## src/rtl/spy_path_prober.sv

```systemverilog
// Launch/capture controller for an inverting spy delay chain: drives a clean edge, times its return.
// Optional SPY_PROBE_ACCUM_EN: back-to-back trials with a running delay sum (trials/acc_sum ports).
module spy_path_prober #(
   parameter int CNT_W         = 16,
   parameter int SYNC_STAGES   = 2,
   parameter int SETTLE_CYCLES = 8,
   parameter int INVERTING     = 0
) (
   input  logic             clk,
   input  logic             rst_n,
   input  logic             start,
   input  logic [CNT_W-1:0] timeout_cycles,
   output logic             path_launch,
   input  logic             path_result,
   output logic             busy,
   output logic             done,
   output logic             timed_out,
   output logic [CNT_W-1:0] delay_cycles
`ifdef SPY_PROBE_ACCUM_EN
   ,
   input  logic [7:0]       trials,
   output logic [CNT_W+7:0] acc_sum
`endif
);

   localparam int SCW = $clog2(SETTLE_CYCLES + 1);
   localparam logic [SCW-1:0] SETTLE_LAST = SCW'(SETTLE_CYCLES - 1);
   localparam logic INV = (INVERTING != 0);

   typedef enum logic [1:0] {
      IDLE,
      SETTLE,
      LAUNCH,
      WAIT
   } state_t;

   state_t               r_state;
   logic [SYNC_STAGES-1:0] r_sync;
   logic [SCW-1:0]       r_settle;
   logic [CNT_W-1:0]     r_cnt;
   logic [CNT_W-1:0]     r_tmo;
   logic                 w_sync;
   logic                 w_match;
   logic                 w_more;

   assign w_sync  = r_sync[SYNC_STAGES-1];
   assign w_match = (w_sync == (path_launch ^ INV));

`ifdef SPY_PROBE_ACCUM_EN
   logic [7:0] r_trials;
   assign w_more = (r_trials > 8'd1);
`else
   assign w_more = 1'b0;
`endif

   // path_result is asynchronous to clk
   always_ff @(posedge clk or negedge rst_n) begin
      if (!rst_n) begin
         r_sync <= '0;
      end else begin
         r_sync <= {r_sync[SYNC_STAGES-2:0], path_result};
      end
   end

   always_ff @(posedge clk or negedge rst_n) begin
      if (!rst_n) begin
         r_state      <= IDLE;
         r_settle     <= '0;
         r_cnt        <= '0;
         r_tmo        <= '0;
         path_launch  <= 1'b0;
         busy         <= 1'b0;
         done         <= 1'b0;
         timed_out    <= 1'b0;
         delay_cycles <= '0;
`ifdef SPY_PROBE_ACCUM_EN
         r_trials     <= 8'd0;
         acc_sum      <= '0;
`endif
      end else begin
         done <= 1'b0;
         unique case (r_state)
            IDLE: begin
               if (start) begin
                  r_tmo        <= (timeout_cycles == '0) ? '1 : timeout_cycles;
                  timed_out    <= 1'b0;
                  delay_cycles <= '0;
                  busy         <= 1'b1;
                  r_settle     <= '0;
                  r_state      <= SETTLE;
`ifdef SPY_PROBE_ACCUM_EN
                  r_trials     <= (trials == 8'd0) ? 8'd1 : trials;
                  acc_sum      <= '0;
`endif
               end
            end
            SETTLE: begin
               if (r_settle == SETTLE_LAST) begin
                  r_state <= LAUNCH;
               end else begin
                  r_settle <= r_settle + 1'b1;
               end
            end
            LAUNCH: begin
               path_launch <= ~path_launch;
               r_cnt       <= CNT_W'(1);
               r_state     <= WAIT;
            end
            WAIT: begin
               // a match wins over a timeout landing on the same edge
               if (w_match || (r_cnt == r_tmo)) begin
                  delay_cycles <= r_cnt;
`ifdef SPY_PROBE_ACCUM_EN
                  acc_sum      <= acc_sum + {8'd0, r_cnt};
`endif
                  if (w_match && w_more) begin
`ifdef SPY_PROBE_ACCUM_EN
                     r_trials <= r_trials - 8'd1;
`endif
                     r_settle <= '0;
                     r_state  <= SETTLE;
                  end else begin
                     timed_out <= ~w_match;
                     done      <= 1'b1;
                     busy      <= 1'b0;
                     r_state   <= IDLE;
                  end
               end else begin
                  r_cnt <= r_cnt + 1'b1;
               end
            end
            default: r_state <= IDLE;
         endcase
      end
   end

endmodule
```

## config.mk

```make
export PLATFORM = sky130hd
export DESIGN_NAME = spy_path_prober
export DESIGN_NICKNAME = d
export VERILOG_FILES = /design/src/rtl/spy_path_prober.sv
export SDC_FILE = /design/constraint.sdc
export NUM_CORES = 1
export LEC_CHECK = 0
export CORE_MARGIN = 1.5
export CORE_UTILIZATION = 55
export DETAILED_ROUTE_END_ITERATION = 12
export HOLD_SLACK_MARGIN = 0.12
export PLACE_DENSITY = 0.91
export SLEW_MARGIN = 0
export SYNTH_ARGS = -nofsm -noshare
export SYNTH_HDL_FRONTEND = slang
export SYNTH_SLANG_ARGS = --single-unit
```

## constraint.sdc

```tcl
create_clock -name clk -period 2.3 [get_ports clk]
set_input_delay 0.46 -clock clk [delete_from_list [all_inputs] [get_ports clk]]
set_output_delay 0.46 -clock clk [all_outputs]
set_load 0.01 [all_outputs]
```

==> impl_results.md, run 1 <==
- GRT Overall Usage: 24.8%
- First-pass GRT wire length: 11100 um
- Fmax: 466 MHz
- R2r startpoint: r_cnt[14]$_DFFE_PN0P_
- Commonest non-fill, non-tap cells in the layout: dfrtp_1, clkdlybuf4s50_1, nand2_1, xor2_1, o22a_1
- Vias in the first global route: 2213
- Util after Layout: 69.9%
- DRT antenna net count: 0
- Fraction of registers with async set/reset: 100%
- Critical path's top delay family: simple AND/OR/NAND/NOR gates
- GP Congestion: 0.904
- Die X: 76.6 um
- Number of synthesized flops with an enable pin: 0
- Die area: 5870 um2
- H-tree depth: 3
- Row count: 26
- Layout Nets: 333
- Synth Flop Type: dfrtp_1
- CTS clk-pin slew, worst paths: 60 ps
- Wirelength per Cell: 16.9 um
- Vias/cell: 6.10
- Crit end category: flop
- Least-Margin Pin Slew: 725 ps
- Mux contribution to synthesized area: 5.21%
- Maximum VDD drop: 578 uV
- XOR/XNOR share of the synthesized area: 5.59%
- HPWL after DPL: 4590 um
- Via count: 2323
- Worst Setup SP: r_cnt[14]$_DFFE_PN0P_
- Largest family of logic cells by synthesized area: simple AND/OR/NAND/NOR gates
- Die height: 76.6 um
- Design Area, Final: 3610 um2
- Final Max Tran Viols: 0
- Final period util: 93.3%
- Placed inst area: 3440 um2
- Adder-Cell Fraction of Synth Area: 2.94%
- DR DRC count: 0
- Final Hold Fails: 0
- Leakage: 1.50 nW
- Req. time, crit path: 2580 ps
- TritonCTS clock tree: done
- Synth Warn #: 0
- Clock Sinks: 60
- Layout area overhead: 21.3%
- Tmin final: 2150 ps
- Top-Level Pins: 40
- CTS Hold Bufs: 0
- Design Power: 3.82 mW
- Yosys cell types: 47
- Final WL: 6450 um
- PostCTS Resize Cnt: 0
- Max cap viols: 0
- RSZ-0062 raised after global routing: false
- Initial Util: 57.6%
- Syn nets: 287
- Core area: 5170 um2
- Maximum buffer depth of the clock tree: 2
- Slowest cell on crit path: a21oi_4
- Avg Cell Area, Syn: 11.5 um2
- Clk_lat worst skew: 340 ps
- Inserted Clock Buffers: 9
- Complex-gate fraction of the synthesized area: 15.6%
- Post-Syn Area: 2980 um2
- Hold WS: 268 ps
- Root Buffer Master: clkbuf_8
- Worst Hold Class: primary input to async pin
- ANT cells: 0
- Port bufs: 39
- Commonest non-fill, non-tap cell in the layout: dfrtp_1
- CP arrival: 2420 ps
- Setup Skew: 4.43 ps
- CP cell instances: xor2_1, nor4_1, nand4_1, a21oi_4, a22o_2
- Setup TNS: 0 ps
- Pwr per Cell Area: 1060 nW/um2
- Gr ovfl total: 0
- Cells after Synth: 260
- Largest net degree at the start of global routing: 61
- Post-synthesis simple-gate area fraction: 15.9%
- Max FO, Critical Path: 14
- Post-synthesis register bit count: 60
- Antenna violations before repair: 0
- CP bufs+invs: 0
- Relative slew slack: 51.7%
- Postcts setup bufs: 0
- Crit Path Category: flop to flop
- Crit path launch type: flop
- Layout cell share with drive strength beyond 1: 13.2%
- Final setup viols: 0
- Outcome: finished, final reports clean
- DRT Pass-1 Iters: 5
- Iteration-0 DRC Markers: 258
- CP peak stage delay: 470 ps
- Post-synthesis sequential area ratio: 50.4%
## final cells by class
| class | count | area, um2 |
|---|---|---|
| fillers | 369 | 1560 |
| flip-flops and latches | 60 | 1500 |
| multi-input cells | 180 | 1350 |
| repair buffers | 50 | 480 |
| clock buffers | 14 | 143 |
| well taps | 70 | 87.6 |
| clock inverters | 2 | 35.0 |
| inverters | 5 | 18.8 |
## routing by layer
layer  wire length, um  GRT usage [%]
met5                 0              0
met4               165           12.6
met3               334           4.31
met2              3070           38.8
met1              2880           33.2
## worst paths after layout
check	endpoint	slack [ps]	cells after the start
max in group asynchronous	r_state[0]$_DFFE_PN0P_	1560	2
max	delay_cycles[6]$_DFFE_PN0P_	150	5
min reg2reg	r_sync[1]$_DFF_PN0_	380	0
min in group clk	r_sync[1]$_DFF_PN0_	380	0
max reg2reg	delay_cycles[6]$_DFFE_PN0P_	150	5
min	delay_cycles[15]$_DFFE_PN0P_	270	2
## cells by family (layout without fill, tap and decap cells)
| kind of cell | after synthesis | after routing |
|---|---|---|
| muxes | 15 | 15 |
| xor gates and xnor gates | 19 | 19 |
| adders and majority gates | 7 | 7 |
| buffers and inverters | 20 | 71 |
| AOI/OAI and AO/OA | 56 | 56 |
| DFF | 60 | 60 |
| and+or+nand+nor | 83 | 83 |
## registers in the layout, summed over array words and instances (netlist names)
signal / cells
r_tmo: 16
busy: 1
r_cnt: 16
done: 1
timed_out: 1
path_launch: 1
delay_cycles: 16
r_sync: 2
r_state: 2
r_settle: 4
## synthesized netlist by cell type, types with 4 or more instances
cell | instances | share of area (%)
inv_1 | 5 | 0.63
nand3_1 | 10 | 1.7
nor2_1 | 6 | 0.76
a22o_1 | 10 | 2.9
nand2_1 | 31 | 3.9
o211ai_1 | 4 | 1.0
a21oi_1 | 5 | 0.84
mux2i_1 | 14 | 4.7
nor4_1 | 10 | 2.1
o21ai_0 | 4 | 0.67
dfrtp_1 | 60 | 50
ha_1 | 7 | 2.9
clkbuf_1 | 5 | 0.63
xor2_1 | 18 | 5.3
nor4_2 | 4 | 1.7
buf_6 | 6 | 2.3
o22a_1 | 16 | 4.7
nand4_1 | 5 | 1.0
## power by group
part | internal [mW] | total, mW | switching [mW]
sequential | 1.31 | 1.52 | 0.219
combinational | 0.638 | 1.41 | 0.775
clock | 0.501 | 0.886 | 0.385
total | 2.44 | 3.82 | 1.38
## stage by stage
stage	cells	setup WS, ps
after floorplan	260	514
after global placement	365	318
after detailed placement	365	247
after CTS	381	236
after global routing	381	65.7
final	381	155
## worst reg2reg max path, delay by kind of cell (launching register included)
family           cells  cell delay (ps)
AO/OA/AOI/OAI        2              700
XOR/XNOR             1              190
AND/OR/NAND/NOR      2              740
flip-flops           1              440
(Power assumes the default switching activity.)
==> run 2, diff against run 1 <==
--- a/config.mk
+++ b/config.mk
@@ -10,6 +10,7 @@
 export DETAILED_ROUTE_END_ITERATION = 12
 export HOLD_SLACK_MARGIN = 0.12
 export PLACE_DENSITY = 0.91
+export SETUP_SLACK_MARGIN = 0.1
 export SLEW_MARGIN = 0
 export SYNTH_ARGS = -nofsm -noshare
 export SYNTH_HDL_FRONTEND = slang
==> run 2 against run 1 <==
Sequential share of layout area decreased by 0.23 points. Global-route usage is the same. Sequential power about the same. Maximum frequency increased by 4.9%. Combinational power rose by 3%. Non-clock buffer count is 1 higher. Register-to-register slack improved by 100 ps. Sequential cell count unchanged. Total power up 1.1%. Critical path type unchanged. Highest routed layer unchanged.
==> impl_results.md, run 2 (same netlist as run 1, synthesis figures left out) <==
- Iteration-0 DRC Markers: 251 (-2.7%)
- CTS clk-pin slew, worst paths: 60 ps (about the same)
- Row count: 26 (unchanged)
- Maximum VDD drop: 590 uV (+2.2%)
- Power share of the clock group: 23.0% (-0.2 points)
- Final Hold Fails: 0 (unchanged)
- Initial Util: 57.6% (unchanged)
- Tmin final: 2040 ps (-101 ps)
- Crit path launch type: flop
- Clock Sinks: 60 (unchanged)
- Placed cell count: 365 (unchanged)
- Least-Margin Pin Slew: 719 ps (-6.30 ps)
- Pwr per Cell Area: 1060 nW/um2 (+0.52%)
- DRT antenna net count: 0 (unchanged)
- H-tree depth: 3 (unchanged)
- R2r startpoint: r_cnt[7]$_DFFE_PN0P_
- Req. time, crit path: 2530 ps (-50 ps)
- Internal power: 2.48 mW (+1.4%)
- Fmax: 489 MHz (+4.9%)
- CP arrival: 2280 ps (-140 ps)
- Vias in the first global route: 2213 (unchanged)
- Port bufs: 39 (unchanged)
- Layout cell share with drive strength beyond 1: 13.5% (+0.28 points)
- DRT Pass-1 Iters: 4 (-1)
- Worst Hold Class: primary input to async pin
- Commonest non-fill, non-tap cells in the layout: dfrtp_1, clkdlybuf4s50_1, nand2_1, xor2_1, o22a_1
- Max FO, Critical Path: 16 (+2)
- Worst Setup SP: r_cnt[7]$_DFFE_PN0P_
- Commonest non-fill, non-tap cell in the layout: dfrtp_1
- Leakage: 1.51 nW (+0.58%)
- CP cell instances: xor2_1, nor4_1, and4_4, buf_4, o311ai_0, o41ai_1
- Final setup viols: 0 (unchanged)
- Via count: 2280 (-1.9%)
- Reg power frac: 39.4% (-0.5 points)
- R2R setup slack: 260 ps (+100 ps)
- Vias/cell: 5.97 (-2.1%)
- Final period util: 88.9% (-4.4 points)
- GP Congestion: 0.904 (unchanged)
- Root Buffer Master: clkbuf_8
- First-pass GRT wire length: 11100 um (unchanged)
- Top-Level Pins: 40 (unchanged)
- Largest net degree at the start of global routing: 61 (unchanged)
- Crit Path Category: flop to flop
- Die X: 76.6 um (unchanged)
- Logic pwr share: 37.6% (+0.6 points)
- Antenna violations before repair: 0 (unchanged)
- CP peak stage delay: 460 ps (about the same)
- Core area: 5170 um2 (unchanged)
- Relative slew slack: 52.1% (+0.42 points)
- Die height: 76.6 um (unchanged)
- Maximum buffer depth of the clock tree: 2 (unchanged)
- FF-to-FF End: r_cnt[3]$_DFFE_PN0P_
- Worst setup margin: 255 ps (+101 ps)
- RSZ-0062 raised after global routing: false
- Outcome: finished, final reports clean
- Switching power: 1.39 mW (+0.54%)
- Layout area overhead: 22.0%
- Slowest cell on crit path: dfrtp_1
- Max cap viols: 0 (unchanged)
- Die area: 5870 um2 (unchanged)
- GRT Overall Usage: 24.8% (unchanged)
- Setup TNS: 0 ps (unchanged)
- Pre-CTS WS: 247 ps (unchanged)
- Reg2Reg Depth: 6 (+1)
- Inserted Clock Buffers: 9 (unchanged)
- Wirelength per Cell: 16.8 um (-0.51%)
- Hold WS: 263 ps (-5.47 ps)
- Final Max Tran Viols: 0 (unchanged)
- Largest regs: delay_cycles (16), r_cnt (16), r_tmo (16)
- Gr ovfl total: 0 (unchanged)
- Layout Nets: 334 (+0.30%)
- Switching fraction of total power: 35.9% (-0.19 points)
- HPWL after DPL: 4590 um (unchanged)
- Final non-filler cell total: 382 (+0.26%)
- Setup Skew: 4.36 ps (-0.0716 ps)
- Clk_lat worst skew: 340 ps (about the same)
- Final WL: 6430 um (-0.25%)
- TritonCTS clock tree: done
- CTS Hold Bufs: 0 (unchanged)
- ANT cells: 0 (unchanged)
- Crit end category: flop
- DR DRC count: 0 (unchanged)
-- run 2: changes by cell type in the layout (fill, tap and decap cells not counted) --
cell,previous run,this run
buf_12,1,2
-- run 2: metrics by stage --
stage          instance area [um2]  utilization, %  total power, mW
2_1_floorplan                 2980               -             2.48
3_3_place_gp                  3440            66.4             2.85
3_5_place_dp                  3440            66.4             2.94
4_1_cts                       3610            69.9             3.84
5_1_grt                       3630            70.2             4.10
6_report                      3630            70.2             3.86
-- run 2: power by group through the flow --
| stage | Clock (mW) | Combinational (mW) | Sequential (mW) |
|---|---|---|---|
| floorplan | 0 | 0.993 | 1.49 |
| global placement | 0 | 1.34 | 1.52 |
| detailed placement | 0 | 1.40 | 1.54 |
| CTS | 0.903 | 1.42 | 1.52 |
| global route | 0.942 | 1.60 | 1.55 |
| finish | 0.888 | 1.45 | 1.52 |
-- run 2: layer usage --
layer	vias up	part of all wire (%)	routed length (um)	GRT usage [%]
li1	1061	-	-	-
met1	1119	43	2770	33.2
met3	15	5.4	347	4.31
met2	85	49	3130	38.8
met4	0	2.8	177	12.6
met5	-	0	0	0
-- run 2: final cells by class --
class / count / area [um2]
fill: 365 / 1540
multi-input combinational: 180 / 1350
clock inverter: 2 / 35.0
inverter: 5 / 18.8
tap: 70 / 87.6
clock buffer: 14 / 143
sequential: 60 / 1500
timing repair buffer: 51 / 500
-- run 2: critical path: cells and delay by family, from the launching register on --
family | cells | cell delay, ps
simple gates | 2 | 790
buf+inv | 1 | 230
xor+xnor | 1 | 190
flops | 1 | 460
compound gates | 2 | 260
-- run 2: worst max path at each step --
stage,to,slack [ps],cells after the start
finish,r_cnt[3]$_DFFE_PN0P_,260,6
global route,r_cnt[3]$_DFFE_PN0P_,120,6
CTS,delay_cycles[6]$_DFFE_PN0P_,240,5
detailed placement,delay_cycles[12]$_DFFE_PN0P_,250,5
global placement,r_tmo[6]$_DFFE_PN0P_,320,5
floorplan,r_cnt[5]$_DFFE_PN0P_,510,6
-- run 2: repair_timing --
item,CTS,global route
gates resized for setup,0,0
setup endpoints to repair,0,13
setup buffers,0,1
==> run 3, diff against run 2 <==
--- a/config.mk
+++ b/config.mk
@@ -7,6 +7,7 @@
 export LEC_CHECK = 0
 export CORE_MARGIN = 1.5
 export CORE_UTILIZATION = 55
+export CTS_CLUSTER_SIZE = 28
 export DETAILED_ROUTE_END_ITERATION = 12
 export HOLD_SLACK_MARGIN = 0.12
 export PLACE_DENSITY = 0.91
==> results of run 3 <==
No change in the layout: final DEF, timing and power equal those of run 2.
